### src/rtl/bcd_decoder_if.sv
// Digit/control bundle between the counting logic and one seven-segment decoder.
interface bcd_decoder_if;
    logic       en;
    logic [3:0] w;
    logic       blank;
    logic       lamp_test;
    logic [6:0] bcd;
    logic       err;

    modport master (
        output en,
        output w,
        output blank,
        output lamp_test,
        input  bcd,
        input  err
    );

    modport slave (
        input  en,
        input  w,
        input  blank,
        input  lamp_test,
        output bcd,
        output err
    );
endinterface

### src/rtl/bcd_decoder.sv
// Registered BCD-to-seven-segment decoder with lamp test, blanking and invalid-code flag.
// Segment bit order is {g,f,e,d,c,b,a}; ACTIVE_LOW selects common-anode drive.
module bcd_decoder #(
    parameter bit ACTIVE_LOW = 1'b1
) (
    input logic          clk,
    input logic          rst,
    bcd_decoder_if.slave bus
);

    localparam logic [6:0] SegOff = ACTIVE_LOW ? 7'h7F : 7'h00;

    logic [6:0] w_digit_on;
    logic       w_digit_valid;
    logic [6:0] w_on_next;
    logic       w_err_next;

    logic [6:0] r_bcd;
    logic       r_err;

    // Logical segment pattern, 1 = lit.
    always_comb begin
        w_digit_on    = 7'h00;
        w_digit_valid = 1'b1;
        case (bus.w)
            4'd0:    w_digit_on = 7'b0111111;
            4'd1:    w_digit_on = 7'b0000110;
            4'd2:    w_digit_on = 7'b1011011;
            4'd3:    w_digit_on = 7'b1001111;
            4'd4:    w_digit_on = 7'b1100110;
            4'd5:    w_digit_on = 7'b1101101;
            4'd6:    w_digit_on = 7'b1111101;
            4'd7:    w_digit_on = 7'b0000111;
            4'd8:    w_digit_on = 7'b1111111;
            4'd9:    w_digit_on = 7'b1101111;
            default: begin
                w_digit_on    = 7'h00;
                w_digit_valid = 1'b0;
            end
        endcase
    end

    always_comb begin
        w_on_next  = 7'h00;
        w_err_next = 1'b0;
        if (bus.lamp_test) begin
            w_on_next = 7'h7F;
        end else if (bus.blank) begin
            w_on_next = 7'h00;
        end else begin
            w_on_next  = w_digit_on;
            w_err_next = ~w_digit_valid;
        end
    end

    always_ff @(posedge clk) begin
        if (rst) begin
            r_bcd <= SegOff;
            r_err <= 1'b0;
        end else if (bus.en) begin
            r_bcd <= ACTIVE_LOW ? ~w_on_next : w_on_next;
            r_err <= w_err_next;
        end
    end

    assign bus.bcd = r_bcd;
    assign bus.err = r_err;

endmodule

### src/flat_wrapper.sv
// flat-port wrapper written by rule: the top's interface ports become plain ports
module bcd_decoder_flat 
#(
    parameter bit ACTIVE_LOW = 1'b1
)
  (clk, rst, bus_en, bus_w, bus_blank, bus_lamp_test, bus_bcd, bus_err);
  bcd_decoder_if bus_i ();
  input logic clk;
  input logic rst;
  input wire logic [$bits(bus_i.en)-1:0] bus_en;
  input wire logic [$bits(bus_i.w)-1:0] bus_w;
  input wire logic [$bits(bus_i.blank)-1:0] bus_blank;
  input wire logic [$bits(bus_i.lamp_test)-1:0] bus_lamp_test;
  output wire logic [$bits(bus_i.bcd)-1:0] bus_bcd;
  output wire logic [$bits(bus_i.err)-1:0] bus_err;
  assign bus_i.en = bus_en;
  assign bus_i.w = bus_w;
  assign bus_i.blank = bus_blank;
  assign bus_i.lamp_test = bus_lamp_test;
  assign bus_bcd = bus_i.bcd;
  assign bus_err = bus_i.err;
  bcd_decoder #(.ACTIVE_LOW(ACTIVE_LOW)) u_core (.clk(clk), .rst(rst), .bus(bus_i));
endmodule
### config.mk
export PLATFORM = sky130hd
export DESIGN_NAME = bcd_decoder_flat
export DESIGN_NICKNAME = d
export VERILOG_FILES = /design/src/rtl/bcd_decoder_if.sv /design/src/rtl/bcd_decoder.sv /design/src/flat_wrapper.sv
export SDC_FILE = /design/constraint.sdc
export NUM_CORES = 1
export LEC_CHECK = 0
export CORE_AREA = 2 2 39 41
export DETAILED_ROUTE_END_ITERATION = 10
export DIE_AREA = 0 0 41 43
export PLACE_DENSITY = 0.66
export SLEW_MARGIN = 20
export SYNTH_ARGS = -nofsm -noshare
export SYNTH_HDL_FRONTEND = slang
export SYNTH_SLANG_ARGS = --single-unit
### constraint.sdc
create_clock -name clk -period 2.9 [get_ports clk]
set_clock_uncertainty 0.15 [all_clocks]
set_input_delay 0.87 -clock clk [delete_from_list [all_inputs] [get_ports clk]]
set_output_delay 0.87 -clock clk [all_outputs]
set_load 0.02 [all_outputs]
==> flow_metrics.env, run 1 <==
export IMPL_status="finished clean"
export IMPL_syn_mean_instance_area_um2=8.080
export IMPL_die_x_um=41
export IMPL_yosys_area_top_type="dfxtp_1"
export IMPL_finalCritPeriodShare_pct=76.68
export IMPL_cts_resized=0
export IMPL_drtAntennaViolNets=0
export IMPL_final_hold_viol_count=0
export IMPL_synthAdderAreaFrac_pct=0
export IMPL_grt_pass1_vias=370
export IMPL_drv_cap=0
export IMPL_path_clk_slew_ns=0.05
export IMPL_yosys_cell_types_count=29
export IMPL_ctsHoldBuffers=0
export IMPL_crit_type="input pin to register"
export IMPL_synth_area_leaders="dfxtp_1, a21oi_1, nor3_1, o21ai_0, o41ai_1"
export IMPL_required_ns=2.93
export IMPL_diodes=0
export IMPL_tightest_slew_ns=0.3743
export IMPL_hold_class="register to register"
export IMPL_synth_simple_area_share_pct=13.91
export IMPL_synthMostInstantiatedCell="a21oi_1"
export IMPL_synth_area_um2=476.7
export IMPL_grtUsageTotal_pct=13.17
export IMPL_io_pins=17
export IMPL_ys_ff_latch=8
export IMPL_finalInstanceArea_um2=643.1
export IMPL_synth_nets=68
export IMPL_grt_pass1_wl_um=1545
export IMPL_cts_root_buf="clkbuf_4"
export IMPL_start_util_pct=34.45
export IMPL_htree_levels=1
export IMPL_vias=470
export IMPL_insertion_delay_ns=0.24
export IMPL_finalSetupTns_ns=0
export IMPL_cts_tree="built"
export IMPL_wl_per_cell_um=10.61
export IMPL_post_cts_buffers=0
export IMPL_synth_mux_area_share_pct=0
export IMPL_maxSlewViolCount=0
export IMPL_drc=0
export IMPL_p_per_area_mw_per_mm2=429.8
export IMPL_cp_max_fo=7
export IMPL_grt_max_degree=13
export IMPL_io_buffers=16
export IMPL_fmax_mhz=449.7
export IMPL_design_die_area_mm2=0.001763
export IMPL_setup_viol=0
export IMPL_clkSinkCount=8
export IMPL_synthCells=59
export IMPL_die_y_um=43
export IMPL_final_min_clock_period_ns=2.224
export IMPL_drt_total_wl_um=934
export IMPL_dr_first_iter_drc_count=7
export IMPL_peakVddDrop_v=0.0001642
export IMPL_async_flop_share_pct=0
export IMPL_cp_start_kind="input pin"
export IMPL_dpl_hpwl_um=711.1
export IMPL_routabilityCongestion=0.7198
export IMPL_core_mm2=0.001384
export IMPL_drive_above_1_share_pct=11.11
export IMPL_clockBufferDepth=2
export IMPL_rsz0062_at_grt="no"
export IMPL_max_slew_margin_rel_pct=74.97
export IMPL_synth_flop_cell="dfxtp_1"
export IMPL_dr_pass1_iters=4
export IMPL_p_leak_nw=0.2407
export IMPL_yosys_warnings=0
export IMPL_fin_nets=83
export IMPL_antenna_found_initial=0
export IMPL_synth_top_cells_by_count="a21oi_1, dfxtp_1, nor3_1"
export IMPL_synth_top_family_by_area="compound AO/OA/AOI/OAI gates"
export IMPL_synthXorXnorAreaFrac_pct=0
export IMPL_dpl_cell_area_um2=620.6
export IMPL_cts_buffers_inserted=3
export IMPL_num_rows=14
export IMPL_synth_compound_area_share_pct=40.94
export IMPL_grt_overflow=0
export IMPL_synth_top_area_share_pct=33.60
export IMPL_endpoint_kind="register"
export IMPL_worstPathArrival_ns=2.25
export IMPL_syn_to_final_growth_pct=34.91
export IMPL_synth_edf_count=0
export IMPL_viasPerCell=5.341
export IMPL_ys_seq_area_share_pct=33.60
==> logic make-up after synthesis <==
family,Yosys count
DFF,8
and+or+nand+nor,12
AOI/OAI and AO/OA,29
buffers and inverters,10
==> cell usage in the layout, fill, tap and decap left out, drive strengths merged, types with 2 or more instances in the layout <==
cell,instances
o41ai,2
a211oi,2
a21o,2
nand2,2
clkbuf,3
nor3,5
a21oi,9
clkdlybuf4s50,16
o21ai,5
dfxtp,8
o21bai,2
inv,3
==> critical path: stages <==
cell,delay (ns)
clkdlybuf4s50_1,0.57
buf_4,0.19
o21ai_2,0.07
or4_1,0.41
a21oi_1,0.14
==> per-layer routing <==
metal / vias to the layer above / routed length, um / track usage (%)
li1: 247 / - / -
met1: 205 / 472 / 19.03
met2: 16 / 387 / 15.94
met3: 2 / 60 / 3.141
met4: 0 / 14 / 10.00
met5: - / 0 / 0
==> registers in the layout (all words and copies together) (netlist names) <==
register,count
u_core.bus.bcd,7
u_core.bus.err,1
==> layout make-up <==
cell class	instances	area, um2
Fill cell	155	740.7
Multi-Input combinational cell	41	261.5
Timing Repair Buffer	17	167.7
Sequential cell	8	160.2
Clock buffer	3	22.52
Tap cell	16	20.02
Inverter	3	11.26
==> report_power, final <==
part           switching (W)  internal [W]  leakage, nW  total (W)
combinational      0.0000372     0.0000373        0.160  0.0000745
sequential        0.00000367      0.000118       0.0667   0.000122
clock              0.0000329     0.0000470       0.0138  0.0000799
==> metrics by stage <==
step                      cells  utilization (%)  setup slack, ns   power, W  hold slack [ns]
final                        88            46.47           0.6762  0.0002764           0.3017
after global routing         88            46.47           0.6074  0.0002964           0.3306
after CTS                    88            46.47           0.6829  0.0002826           0.3063
after detailed placement     85            44.85           0.4245  0.0001988           0.2986
after global placement       85            44.85           0.4409  0.0001985           0.2913
after floorplan              59                -            1.087  0.0001695           0.3802
==> path summary, 6_finish.rpt <==
path,from,to,slack [ns],depth (start not counted)
max,bus_w[2],u_core.bus.err$_SDFFE_PP0P_,0.68,5
min,u_core.bus.err$_SDFFE_PP0P_,u_core.bus.err$_SDFFE_PP0P_,0.30,2
max reg2reg,u_core.bus.bcd[0]$_SDFFE_PP1P_,u_core.bus.bcd[0]$_SDFFE_PP1P_,2.07,2
min reg2reg,u_core.bus.err$_SDFFE_PP0P_,u_core.bus.err$_SDFFE_PP0P_,0.30,2
Note: power is estimated with default switching activity, not from simulation.
==> run 2, diff against run 1 <==
--- a/config.mk
+++ b/config.mk
@@ -8,7 +8,7 @@
 export CORE_AREA = 2 2 39 41
 export DETAILED_ROUTE_END_ITERATION = 10
 export DIE_AREA = 0 0 41 43
-export PLACE_DENSITY = 0.66
+export PLACE_DENSITY = 0.69
 export SLEW_MARGIN = 20
 export SYNTH_ARGS = -nofsm -noshare
 export SYNTH_HDL_FRONTEND = slang
==> constraint.sdc (replaced) <==
create_clock -name clk -period 1.9 [get_ports clk]
set_clock_uncertainty 0.15 [all_clocks]
set_input_delay 0.57 -clock clk [delete_from_list [all_inputs] [get_ports clk]]
set_output_delay 0.57 -clock clk [all_outputs]
set_load 0.02 [all_outputs]
==> run 2 against run 1 <==
Against the previous run:
- clock-buffer cell count unchanged
- worst hold slack improved by 0.0016 ns
- sequential cell count unchanged
- global-route usage increased by 1.8 points
- critical path depth decreased by 2
- largest power group unchanged
- highest routed layer unchanged
- sequential power increased by 52%
- via count increased by 6.4%
- critical endpoint unchanged
- non-clock buffer count increased by 9
- core utilization increased by 5.8 points
- first-iteration DRC count decreased by 71%
- sequential share of layout area decreased by 2.8 points
- largest cell class unchanged
- final area increased by 12%
==> flow_metrics.env, run 2 (synthesized netlist as in run 1, its figures left out) <==
export IMPL_drive_above_1_share_pct=22.22
export IMPL_io_pins=17
export IMPL_grt_max_degree=12
export IMPL_post_cts_buffers=0
export IMPL_rsz0062_at_grt="no"
export IMPL_insertion_delay_ns=0.25
export IMPL_p_per_area_mw_per_mm2=601.0
export IMPL_diodes=0
export IMPL_place_inst=94
export IMPL_num_rows=14
export IMPL_cp_max_fo=7
export IMPL_setup_viol=0
export IMPL_grt_pass1_vias=451
export IMPL_internal_power_w=0.0003152
export IMPL_final_min_clock_period_ns=1.751
export IMPL_largest_reg_flops=7
export IMPL_peakVddDrop_v=0.0002623
export IMPL_drv_cap=0
export IMPL_grt_overflow=0
export IMPL_cts_buffers_inserted=3
export IMPL_fmax_mhz=571.1
export IMPL_final_common_cell="buf_4"
export IMPL_finalCritPeriodShare_pct=92.16
export IMPL_cts_resized=7
export IMPL_vias=500
export IMPL_startpoint="bus_blank"
export IMPL_grt_pass1_wl_um=1828
export IMPL_endpoint_kind="register"
export IMPL_crit_type="input pin to register"
export IMPL_cts_root_buf="clkbuf_4"
export IMPL_drc=0
export IMPL_ctsHoldBuffers=0
export IMPL_status="finished clean"
export IMPL_required_ns=1.93
export IMPL_die_y_um=43
export IMPL_regToRegStartpoint="u_core.bus.bcd[0]$_SDFFE_PP1P_"
export IMPL_p_sw_share_pct=27.48
export IMPL_routabilityCongestion=0.7302
export IMPL_seqPwrFrac_pct=42.7
export IMPL_tightest_slew_ns=0.3328
export IMPL_drt_total_wl_um=1080
export IMPL_p_total_w=0.0004347
export IMPL_p_leak_nw=0.3194
export IMPL_final_cell_mix="buf_4, a21oi_1, dfxtp_1"
export IMPL_viasPerCell=5.155
export IMPL_hold_start="u_core.bus.err$_SDFFE_PP0P_"
export IMPL_io_buffers=16
export IMPL_fin_nets=92
export IMPL_max_slew_margin_rel_pct=77.78
export IMPL_start_util_pct=34.45
export IMPL_core_mm2=0.001384
export IMPL_dr_first_iter_drc_count=2
export IMPL_path_clk_slew_ns=0.05
export IMPL_p_switching_w=0.0001194
export IMPL_cp_start_kind="input pin"
export IMPL_wl_per_cell_um=11.13
export IMPL_grtUsageTotal_pct=14.99
export IMPL_final_hold_viol_count=0
export IMPL_final_cells=97
export IMPL_dr_pass1_iters=4
export IMPL_p_clk_share_pct=28.6
export IMPL_pwr_share_comb_pct=28.7
export IMPL_htree_levels=1
export IMPL_design_die_area_mm2=0.001763
export IMPL_maxSlewViolCount=0
export IMPL_hold_class="register to register"
export IMPL_antenna_found_initial=0
export IMPL_die_x_um=41
export IMPL_dpl_hpwl_um=813.7
export IMPL_drtAntennaViolNets=0
export IMPL_clkSinkCount=8
export IMPL_syn_to_final_growth_pct=51.71
export IMPL_worstPathArrival_ns=1.78
export IMPL_clockBufferDepth=2
export IMPL_cts_tree="built"
## run 2: cell types whose count changed in the layout (fill, tap and decap cells not counted)
| cell | previous run | this run |
|---|---|---|
| clkdlybuf4s50_1 | 16 | 6 |
| buf_4 | 1 | 10 |
| dlygate4sd2_1 | 0 | 5 |
| dlymetal6s2s_1 | 0 | 5 |
| a2111oi_0 | 1 | 0 |
| a2111oi_2 | 0 | 1 |
## run 2: per-layer routing
layer / global-route usage (%) / vias up / part of all wire (%)
met1: 23.30 / 216 / 49
met4: 10.00 / 0 / 1.3
li1: - / 264 / -
met2: 18.44 / 18 / 42
met5: 0 / - / 0
met3: 1.571 / 2 / 6.9
## run 2: final cells by class
class                           instances  area, um2
Clock buffer                            3      22.52
Fill cell                             133      660.6
Inverter                                3      11.26
Multi-Input combinational cell         41      267.8
Sequential cell                         8      160.2
Tap cell                               16      20.02
Timing Repair Buffer                   26      241.5
## run 2: final timing paths
check	to	slack, ns	depth (start not counted)
worst max-delay path	u_core.bus.err$_SDFFE_PP0P_	0.15	3
worst min-delay path	u_core.bus.err$_SDFFE_PP0P_	0.30	2
worst max register to register	u_core.bus.bcd[0]$_SDFFE_PP1P_	1.08	2
worst min register to register	u_core.bus.err$_SDFFE_PP0P_	0.30	2
## run 2: power by group through the flow
stage,registers (W),clock network [W],logic (W)
finish,0.000186,0.000124,0.000125
global placement,0.000189,0,0.000128
floorplan,0.000205,0,0.0000541
CTS,0.000186,0.000132,0.000126
global route,0.000187,0.000139,0.000138
detailed placement,0.000190,0,0.000129
## run 2: stage by stage
| step | setup slack [ns] | TNS (ns) | hold WS, ns | utilization [%] | cell area (um2) |
|---|---|---|---|---|---|
| final | 0.1490 | 0 | 0.3033 | 52.26 | 723.2 |
| after global routing | 0.06954 | 0 | 0.3325 | 52.26 | 723.2 |
| after CTS | 0.001041 | 0 | 0.3040 | 51.36 | 710.7 |
| after detailed placement | -0.3603 | -1.215 | 0.3007 | 49.73 | 688.2 |
| after global placement | -0.3570 | -1.119 | 0.2969 | 49.73 | 688.2 |
| after floorplan | 0.3871 | 0 | 0.3802 | - | 476.7 |
## run 2: critical path, cell delays in order
cell,delay (ns)
clkdlybuf4s50_1,0.53
or4_1,0.54
a21oi_1,0.14
==> run 3, diff against run 2 <==
--- a/config.mk
+++ b/config.mk
@@ -6,6 +6,7 @@
 export NUM_CORES = 1
 export LEC_CHECK = 0
 export CORE_AREA = 2 2 39 41
+export CTS_CLUSTER_DIAMETER = 80
 export DETAILED_ROUTE_END_ITERATION = 10
 export DIE_AREA = 0 0 41 43
 export PLACE_DENSITY = 0.69
==> results of run 3 <==
Final layout, timing and power as in run 2 (identical DEF).
